**config.mk**
```make
export PLATFORM = sky130hd
export DESIGN_NAME = imem_arbiter
export DESIGN_NICKNAME = d
export VERILOG_FILES = /design/src/rtl/imem_arbiter.sv
export SDC_FILE = /design/constraint.sdc
export NUM_CORES = 1
export LEC_CHECK = 0
export CAP_MARGIN = 20
export CORE_AREA = 2 2 105 107
export DETAILED_ROUTE_END_ITERATION = 6
export DIE_AREA = 0 0 107 109
export RECOVER_POWER = 100
export SLEW_MARGIN = 20
export SYNTH_ARGS = -nofsm -noshare
export SYNTH_HDL_FRONTEND = slang
export SYNTH_SLANG_ARGS = --single-unit
```
**constraint.sdc**
```tcl
create_clock -name clk -period 2.3 [get_ports clk]
set_input_delay 0.575 -clock clk [delete_from_list [all_inputs] [get_ports clk]]
set_output_delay 0.575 -clock clk [all_outputs]
set_load 0.005 [all_outputs]
```
**src/rtl/imem_arbiter.sv**
```systemverilog
// Two-port arbiter in front of a single-ported instruction memory.
// The fetch port normally owns the memory; the load/debug port gets the
// memory when fetch is idle or when it has waited through STARVE_LIMIT
// consecutive fetch grants. Grants and memory strobes are combinational;
// read data returns one cycle after the grant on the port that won.
module imem_arbiter #(
    parameter int STARVE_LIMIT = 4,
    parameter int ADDR_W       = 32
) (
    input  logic              clk,
    input  logic              rst,

    input  logic              f_req,
    input  logic [ADDR_W-1:0] f_addr,
    output logic              f_gnt,
    output logic              f_rvalid,
    output logic [31:0]       f_rdata,

    input  logic              l_req,
    input  logic              l_we,
    input  logic [ADDR_W-1:0] l_addr,
    input  logic [31:0]       l_wdata,
    output logic              l_gnt,
    output logic              l_rvalid,
    output logic [31:0]       l_rdata,
    output logic              l_err,

    output logic              mem_cs_n,
    output logic              mem_we,
    output logic [ADDR_W-1:0] mem_addr,
    output logic [31:0]       mem_wdata,
    input  logic [31:0]       mem_rdata
);

    localparam int CNT_W = $clog2(STARVE_LIMIT + 1);
    localparam logic [CNT_W-1:0] CNT_MAX = CNT_W'(STARVE_LIMIT);

    // Which port the memory read issued last cycle belongs to.
    typedef enum logic [1:0] {
        OWN_NONE,
        OWN_FETCH,
        OWN_LOAD
    } owner_t;

    owner_t           owner;
    owner_t           owner_next;
    logic [CNT_W-1:0] starve_cnt;
    logic [CNT_W-1:0] starve_next;
    logic             err_q;
    logic             err_next;
    logic             load_turn;
    logic             load_aligned;
    logic             load_reject;

    // Arbitration, memory strobes and next-state for owner, counter and error.
    always_comb begin
        load_aligned = (l_addr[1:0] == 2'b00);
        load_turn    = 1'b0;
        load_reject  = 1'b0;
        l_gnt        = 1'b0;
        f_gnt        = 1'b0;
        mem_cs_n     = 1'b1;
        mem_we       = 1'b0;
        mem_addr     = '0;
        mem_wdata    = '0;
        owner_next   = OWN_NONE;
        starve_next  = starve_cnt;
        err_next     = 1'b0;

        if (!rst) begin
            // A misaligned load that wins its turn is dropped instead of
            // granted, which leaves the slot free for a waiting fetch.
            load_turn   = l_req && ((starve_cnt == CNT_MAX) || !f_req);
            l_gnt       = load_turn && load_aligned;
            load_reject = load_turn && !load_aligned;
            f_gnt       = f_req && !l_gnt;
            err_next    = load_reject;

            if (l_gnt) begin
                mem_cs_n  = 1'b0;
                mem_we    = l_we;
                mem_addr  = l_addr;
                mem_wdata = l_wdata;
            end else if (f_gnt) begin
                mem_cs_n  = 1'b0;
                mem_addr  = f_addr;
            end

            if (f_gnt) begin
                owner_next = OWN_FETCH;
            end else if (l_gnt && !l_we) begin
                owner_next = OWN_LOAD;
            end

            // The load port's wait ends when it is served or rejected, or
            // when it stops asking; otherwise each fetch grant lengthens it.
            if (!l_req || load_turn) begin
                starve_next = '0;
            end else if (f_gnt && (starve_cnt != CNT_MAX)) begin
                starve_next = starve_cnt + CNT_W'(1);
            end
        end
    end

    // State registers with synchronous reset.
    always_ff @(posedge clk) begin
        if (rst) begin
            owner      <= OWN_NONE;
            starve_cnt <= '0;
            err_q      <= 1'b0;
        end else begin
            owner      <= owner_next;
            starve_cnt <= starve_next;
            err_q      <= err_next;
        end
    end

    // Responses are masked while reset is held so a read granted just
    // before reset never reports data.
    assign f_rvalid = !rst && (owner == OWN_FETCH);
    assign l_rvalid = !rst && (owner == OWN_LOAD);
    assign f_rdata  = f_rvalid ? mem_rdata : 32'h0;
    assign l_rdata  = l_rvalid ? mem_rdata : 32'h0;
    assign l_err    = !rst && err_q;

endmodule

```
Word level (Yosys, flattened, before mapping)
Index checks and enable logic that the tools add are counted.
- add/sub/neg operators: 1
- equality and inequality tests: 4
- multiplexer cells: 16
- reduce and logical (&&, ||, !) cells: 20
- operator list (kind ; count):
    32-bit two-way mux ; 7
    1-bit logical AND ; 9
    1-bit two-way mux ; 8
    1-bit zero test ; 6
    2-bit OR reduction ; 2
    3-bit by 1-bit adder with 3-bit output, second input constant ; 1
    3-bit == test, second input constant ; 1
    3-bit != test, second input constant ; 1
    2-bit by 1-bit == test with 1-bit output, second input constant ; 1
    2-bit == test, second input constant ; 1
    2-bit zero test ; 1
    1-bit logical OR ; 2
    2-bit two-way mux ; 1
- register bits after elaboration: 6
- output and inout port bits: 135
- word-level logic and storage cells: 45

Logic depth before layout (Yosys ltp)
- depth in word-level cells: 9
- gate-level depth with buffers: 7
- mapped depth without buffers: 5

Worst setup path after synthesis
OpenSTA, ideal clock, no wires.
- kind: input -> output
- start point: in l_addr[0]
- end point: out mem_addr[10]
- arrival: 1.654 ns
- required time: 1.725 ns
- slack: 0.071 ns
- cell stages on the path: 5
- cell sequence: or3b_1 > or2_1 > buf_4 > buf_6 > a31o_1
- longest elaborated chain between the ends: 7
- RTL lines (item ; RTL line ; RTL):
    start: declaration ; 21 ; input logic [ADDR_W-1:0] l_addr,
    2-bit zero test * ; 57 ; load_aligned = (l_addr[1:0] == 2'b00);
    1-bit logical AND * ; 74 ; l_gnt = load_turn && load_aligned;
    1-bit zero test ; 76 ; f_gnt = f_req && !l_gnt;
    1-bit logical AND ; 76 ;
    32-bit two-way mux ; 84 ; end else if (f_gnt) begin
    32-bit two-way mux * ; 79 ; if (l_gnt) begin
    32-bit two-way mux * ; 70 ; if (!rst) begin
    end: declaration ; 30 ; output logic [ADDR_W-1:0] mem_addr,
Every way passes the cells marked *; elsewhere a longest branch is shown, timed or not.

Worst setup path in the final report
- start point: in l_addr[1]
- end point: out mem_addr[29]
The elaborated chain is that of the path after synthesis.

==> insert_results.sql <==
INSERT INTO impl_metrics (metric_group, metric, value, unit) VALUES
('status', 'outcome', 'finished with violations', ''),
('status', 'failed_checks', 'negative setup slack', ''),
('die', 'number_of_rows_created_at_floorplan', '38', ''),
('cts', 'cts.htree.levels', '1', ''),
('yosys', 'syn-instance-count', '219', ''),
('yosys', 'synth_enable_flop_cells', '0', ''),
('finish', 'post_route_cells_drive_above_1_share', '0.432', ''),
('yosys', 'yosys.area.top_type', 'sky130_fd_sc_hd__and2_1', ''),
('global_route', 'antenna_violations_before_repair', '0', ''),
('yosys', 'synth_xor_area_frac', '0', ''),
('run', 'max_cap_violation_count', '0', ''),
('setup_path', 'cp.required', '1730', 'ps'),
('die', 'die_area', '11700', 'sq um'),
('yosys', 'share_of_the_synthesized_area_in_compound_gates_ao_oa_aoi_oai', '0.166', ''),
('setup_path', 'cp_cell_sequence', 'buf_6, or3b_4, or2_4, buf_16, a31o_1, buf_2', ''),
('power', 'cellLeakagePower', '2.42', 'nW'),
('cts', 'clock_sinks', '6', ''),
('power', 'vdd_drop_max', '0.114', 'mV'),
('route', 'detail_route.iter0.violations', '81', ''),
('yosys', 'synth_flop_cell', 'sky130_fd_sc_hd__dfxtp_1', ''),
('timing', 'worst_skew', '2.78', 'ps'),
('route', 'count_of_vias_placed_by_the_detailed_router', '2821', ''),
('setup_path', 'cp_data_arrival_time', '1890', 'ps'),
('hold_path', 'hold_class', 'reg -> reg', ''),
('route', 'antenna_violating_nets_post_route', '0', ''),
('cts', 'clk-insertion-delay-late', '220', 'ps'),
('die', 'core-area', '10600', 'sq um'),
('placed_design', 'hpwl', '7200', 'um'),
('finish', 'antenna_cells', '0', ''),
('placed_design', 'finalWeightedCongestion', '0.717', ''),
('cts', 'tritoncts', 'built', ''),
('route', 'detail_route.first_pass.iterations', '4', ''),
('yosys', 'ys_async_sr_fraction', '0', ''),
('finish', 'final_net_count', '649', ''),
('timing', 'final_critical_path_setup_slack', '-160', 'ps'),
('route', 'wl_per_cell', '16.2', 'um'),
('yosys', 'synth_top_area_share', '0.392', ''),
('setup_path', 'critPathMaxFanout', '8', ''),
('setup_path', 'top_delay_family_on_crit_path', 'simple AND/OR/NAND/NOR gates', ''),
('timing', 'worst_slew_margin_rel', '0.756', ''),
('die', 'floorplan.io_pins', '268', ''),
('timing', 'fin_worst_hold_slack', '543', 'ps'),
('yosys', 'sequential_element_share_of_the_synthesized_area', '0.0761', ''),
('global_route', 'grt_first_pass_wirelength', '15100', 'um'),
('yosys', 'synthDistinctLibCells', '23', ''),
('cts', 'clk_pin_slew_worst_setup_hold_paths', '40', 'ps'),
('yosys', 'syn-cell-area', '1580', 'sq um'),
('yosys', 'yosys.area_share.simple', '0.635', ''),
('yosys', 'synth_most_common_cell', 'sky130_fd_sc_hd__and2_1', ''),
('route', 'avgViaCountPerCell', '4.33', ''),
('yosys', 'synth_commonest_cells', 'sky130_fd_sc_hd__and2_1 (99), sky130_fd_sc_hd__nor4b_1 (29), sky130_fd_sc_hd__a31o_1 (25), sky130_fd_sc_hd__clkbuf_1 (20), sky130_fd_sc_hd__dfxtp_1 (6)', ''),
('placed_design', 'place_area', '4520', 'sq um'),
('timing', 'timing_max_transition_violations_final', '0', ''),
('global_route', 'track_usage', '0.162', ''),
('timing', 'hold_violations_final', '0', ''),
('global_route', 'grt_overflow_total', '0', ''),
('yosys', 'mean_cell_area_of_the_mapped_netlist', '7.21', 'sq um'),
('timing', 'setup-violations-final', '61', ''),
('yosys', 'synth_seq_cells', '6', ''),
('yosys', 'synth.net_count', '354', ''),
('setup_path', 'path_class', 'in -> out', ''),
('setup_path', 'worst_setup_path_end_kind', 'output pin', ''),
('setup_path', 'worstPathBufferInverterCount', '3', ''),
('timing', 'fmax', '406', 'MHz'),
('finish', 'areaGrowthSynthToFinish', '231', '%'),
('yosys', 'synth.area.mux_share', '0.0127', ''),
('timing', 'timing.setup.tns', '-5160', 'ps'),
('setup_path', 'startpoint_class_of_the_critical_path', 'input pin', ''),
('route', 'detail_route.wirelength', '10500', 'um'),
('timing', 'rsz0062_at_grt', 'true', ''),
('global_route', 'vias_in_the_first_global_route', '2873', '');
## per-stage QoR
step	util	std cells	power [mW]	setup slack, ps
floorplan	-	219	0.223	71.4
global placement	0.426	617	0.591	-844
detailed placement	0.426	617	0.594	-877
CTS	0.467	651	0.820	-172
global route	0.493	652	0.891	-209
finish	0.493	652	0.846	-160
## power breakdown
part | switching, mW | leakage (nW) | total [mW] | internal, mW
registers | 0.00140 | 0.0498 | 0.109 | 0.107
clock network | 0.0497 | 0.0216 | 0.163 | 0.113
logic | 0.184 | 2.35 | 0.574 | 0.390
total | 0.235 | 2.42 | 0.846 | 0.611
## path summary, 6_finish.rpt
path | start | endpoint | slack [ps] | cells after the start
max | l_addr[1] | mem_addr[29] | -160 | 6
min | starve_cnt[0]$_SDFFE_PP0P_ | starve_cnt[0]$_SDFFE_PP0P_ | 540 | 2
max reg2reg | starve_cnt[0]$_SDFFE_PP0P_ | owner[1]$_SDFF_PP0_ | 750 | 7
min reg2reg | starve_cnt[0]$_SDFFE_PP0P_ | starve_cnt[0]$_SDFFE_PP0P_ | 540 | 2
## kinds of logic after synthesis
kind of cell | Yosys count
buf+inv | 30
flops | 6
mux | 2
simple gates | 149
fa+ha+maj | 2
compound gates | 30
## registers in the layout (all words and copies together), names as in the netlist
| register | count |
|---|---|
| starve_cnt | 3 |
| err_q | 1 |
| owner | 2 |
## cell type report
type	instances	area [sq um]	area share
Tap cell	140	175	0.0335
Timing Repair Buffer	318	3130	0.598
Clock buffer	3	41.3	0.00790
Inverter	2	7.51	0.00144
Sequential cell	6	123	0.0235
Multi-Input combinational cell	183	1750	0.335
## layer usage
layer  track usage  up-vias  part of all wire
met5             0        -                 0
met1         0.157     1284              0.34
li1              -     1357                 -
met2         0.335      172              0.54
met3        0.0472        8              0.11
met4        0.0334        0             0.014
## worst min-delay path, stage by stage, from the launching register on
cell                      delay [ps]
sky130_fd_sc_hd__dfxtp_2         320
sky130_fd_sc_hd__inv_2            50
sky130_fd_sc_hd__and3_1          130
## repair_timing
action / 4_1_cts / 5_1_grt
endpoints found under the setup margin: 135 / 97
gates cloned: 12 / 4
buffers inserted: 20 / 0
gates resized for setup: 544 / 68
pin swaps: 41 / 28
hold buffers: 0 / 0
## layout by cell type, fill, tap and decap left out, types with 4 or more instances in the layout
master / instances
sky130_fd_sc_hd__a31o_1: 25
sky130_fd_sc_hd__a31o_4: 4
sky130_fd_sc_hd__and2_1: 72
sky130_fd_sc_hd__and2_4: 27
sky130_fd_sc_hd__buf_12: 11
sky130_fd_sc_hd__buf_16: 9
sky130_fd_sc_hd__buf_2: 50
sky130_fd_sc_hd__buf_4: 17
sky130_fd_sc_hd__buf_6: 41
sky130_fd_sc_hd__clkbuf_1: 15
sky130_fd_sc_hd__clkbuf_16: 4
sky130_fd_sc_hd__clkbuf_2: 8
sky130_fd_sc_hd__clkdlybuf4s15_1: 5
sky130_fd_sc_hd__clkdlybuf4s50_1: 127
sky130_fd_sc_hd__dfxtp_1: 4
sky130_fd_sc_hd__dlygate4sd2_1: 28
sky130_fd_sc_hd__nor4b_2: 18
sky130_fd_sc_hd__nor4b_4: 11
Note: power is estimated with default switching activity, not from simulation.
==> RTL edit (same settings) <==
`ADDR_W`: 32 -> 16.
--- a/src/rtl/imem_arbiter.sv
+++ b/src/rtl/imem_arbiter.sv
@@ -5,7 +5,7 @@
 // read data returns one cycle after the grant on the port that won.
 module imem_arbiter #(
     parameter int STARVE_LIMIT = 4,
-    parameter int ADDR_W       = 32
+    parameter int ADDR_W       = 16
 ) (
     input  logic              clk,
     input  logic              rst,
Interface: changed (resized f_addr, l_addr and mem_addr); port bits go from 268 to 220. The function was not compared with the original's and may differ.
==> RTL edit against the unedited design <==
The run still ends with negative setup slack left; design area shrank 21%; hold slack worse by 0.0057 ns; utilization fell by 10 points; area after synthesis fell by 21%; worst setup slack gained 0.10 ns; sequential share of layout area grew 0.61 points; sequential cell count unchanged; wire length down 21%; total power decreased by 22%; critical endpoint is now mem_addr[7]; largest power group unchanged; highest routed layer unchanged.
==> RTL edit: results (changes against the unedited design) <==
Drt
  – Met2 WL: 4470 um (-22%)
  – Pre-antenna DRT Iters: 3 (-1)
  – Iter 0 DRT Violations: 53 (-35%)
  – Post-Route WL: 8360 um (-21%)
  – Post-Route M1 WL: 2910 um (-19%)
  – Detailed-route wire length per cell: 14.7 um (-9.3%)

Logic synthesis
  – Post-synthesis sequential area ratio: 9.67% (+2.1 points)
  – Synth top cells by count: and2_1, clkbuf_1, a31o_1, nor4b_1, dfxtp_1
  – Post-Synthesis Net Count: 280 (-21%)
  – Dominant cells by area after synthesis: and2_1, a31o_1, nor4b_1
  – Yosys cell types: 19 (-17%)

Timing
  – Final setup fails: 41 (-33%)
  – Final setup TNS: -1.28 ns (+3.88 ns)
  – Rel. slew slack: 77.9% (+2.3 points)
  – Final Worst Setup Slack: -0.0590 ns (+0.101 ns)

GRT
  – Largest net degree at the start of global routing: 21 (-36%)
  – Global-route wire length before repair: 12000 um (-20%)
  – Met2 Use GR: 26.6% (-6.9 points)
  – Met1 GRT Util: 13.7% (-2.1 points)
  – Overall Global Routing Usage: 13.2% (-3.0 points)
  – Met3 Usage GRT: 3.77% (-0.96 points)

Power
  – Worst vdd rail ir drop: 0.000128 V (+13%)
  – Internal: 492 uW (-19%)
  – Power Clock: 158 uW (-3%)
  – Pwr/cell area: 159 mW/mm^2 (-1.4%)
  – Lkg Pwr: 0.00198 uW (-18%)
  – Comb. pwr: 394 uW (-31%)

Setup path
  – Worst EP arrival: 1.78 ns (-0.11 ns)
  – CP max stage delay: 0.41 ns (+0.02 ns)

Clocking
  – Post-CTS setup buffers: 26 (+30%)

Final layout
  – Layout cell share with drive strength beyond 1: 54.0% (+11 points)

Placement
  – Dpl ws: -0.810 ns (+0.0677 ns)
  – Final HPWL DP: 5510 um (-24%)

Status
  – Status: complete, but fails checks
  – Violated checks: negative setup slack
RTL edit: worst paths after layout:
check                startpoint            end  slack, ns  cells after the start
setup / recovery      l_addr[1]    mem_addr[7]      -0.06                      6
hold / removal    starve_cnt[0]  starve_cnt[0]       0.54                      2
setup reg to reg  starve_cnt[1]       owner[1]       0.62                      9
hold reg to reg   starve_cnt[0]  starve_cnt[0]       0.54                      2
RTL edit: layout make-up:
class | instances | share of cell area, %
Multi-Input combinational cell | 150 | 31.9
Timing Repair Buffer | 269 | 59.7
Sequential cell | 6 | 2.96
Inverter | 2 | 0.181
Tap cell | 140 | 4.22
Clock buffer | 3 | 0.995
RTL edit: cells by family (layout without fill, tap and decap cells):
logic type,Yosys count,in the layout,share of synthesized area [%]
AOI/OAI and AO/OA,15,15,10.8
adders and majority gates,2,2,2.01
buffers and inverters,21,274,7.75
DFF,6,6,9.67
muxes,1,1,0.806
and+or+nand+nor,132,132,69.0
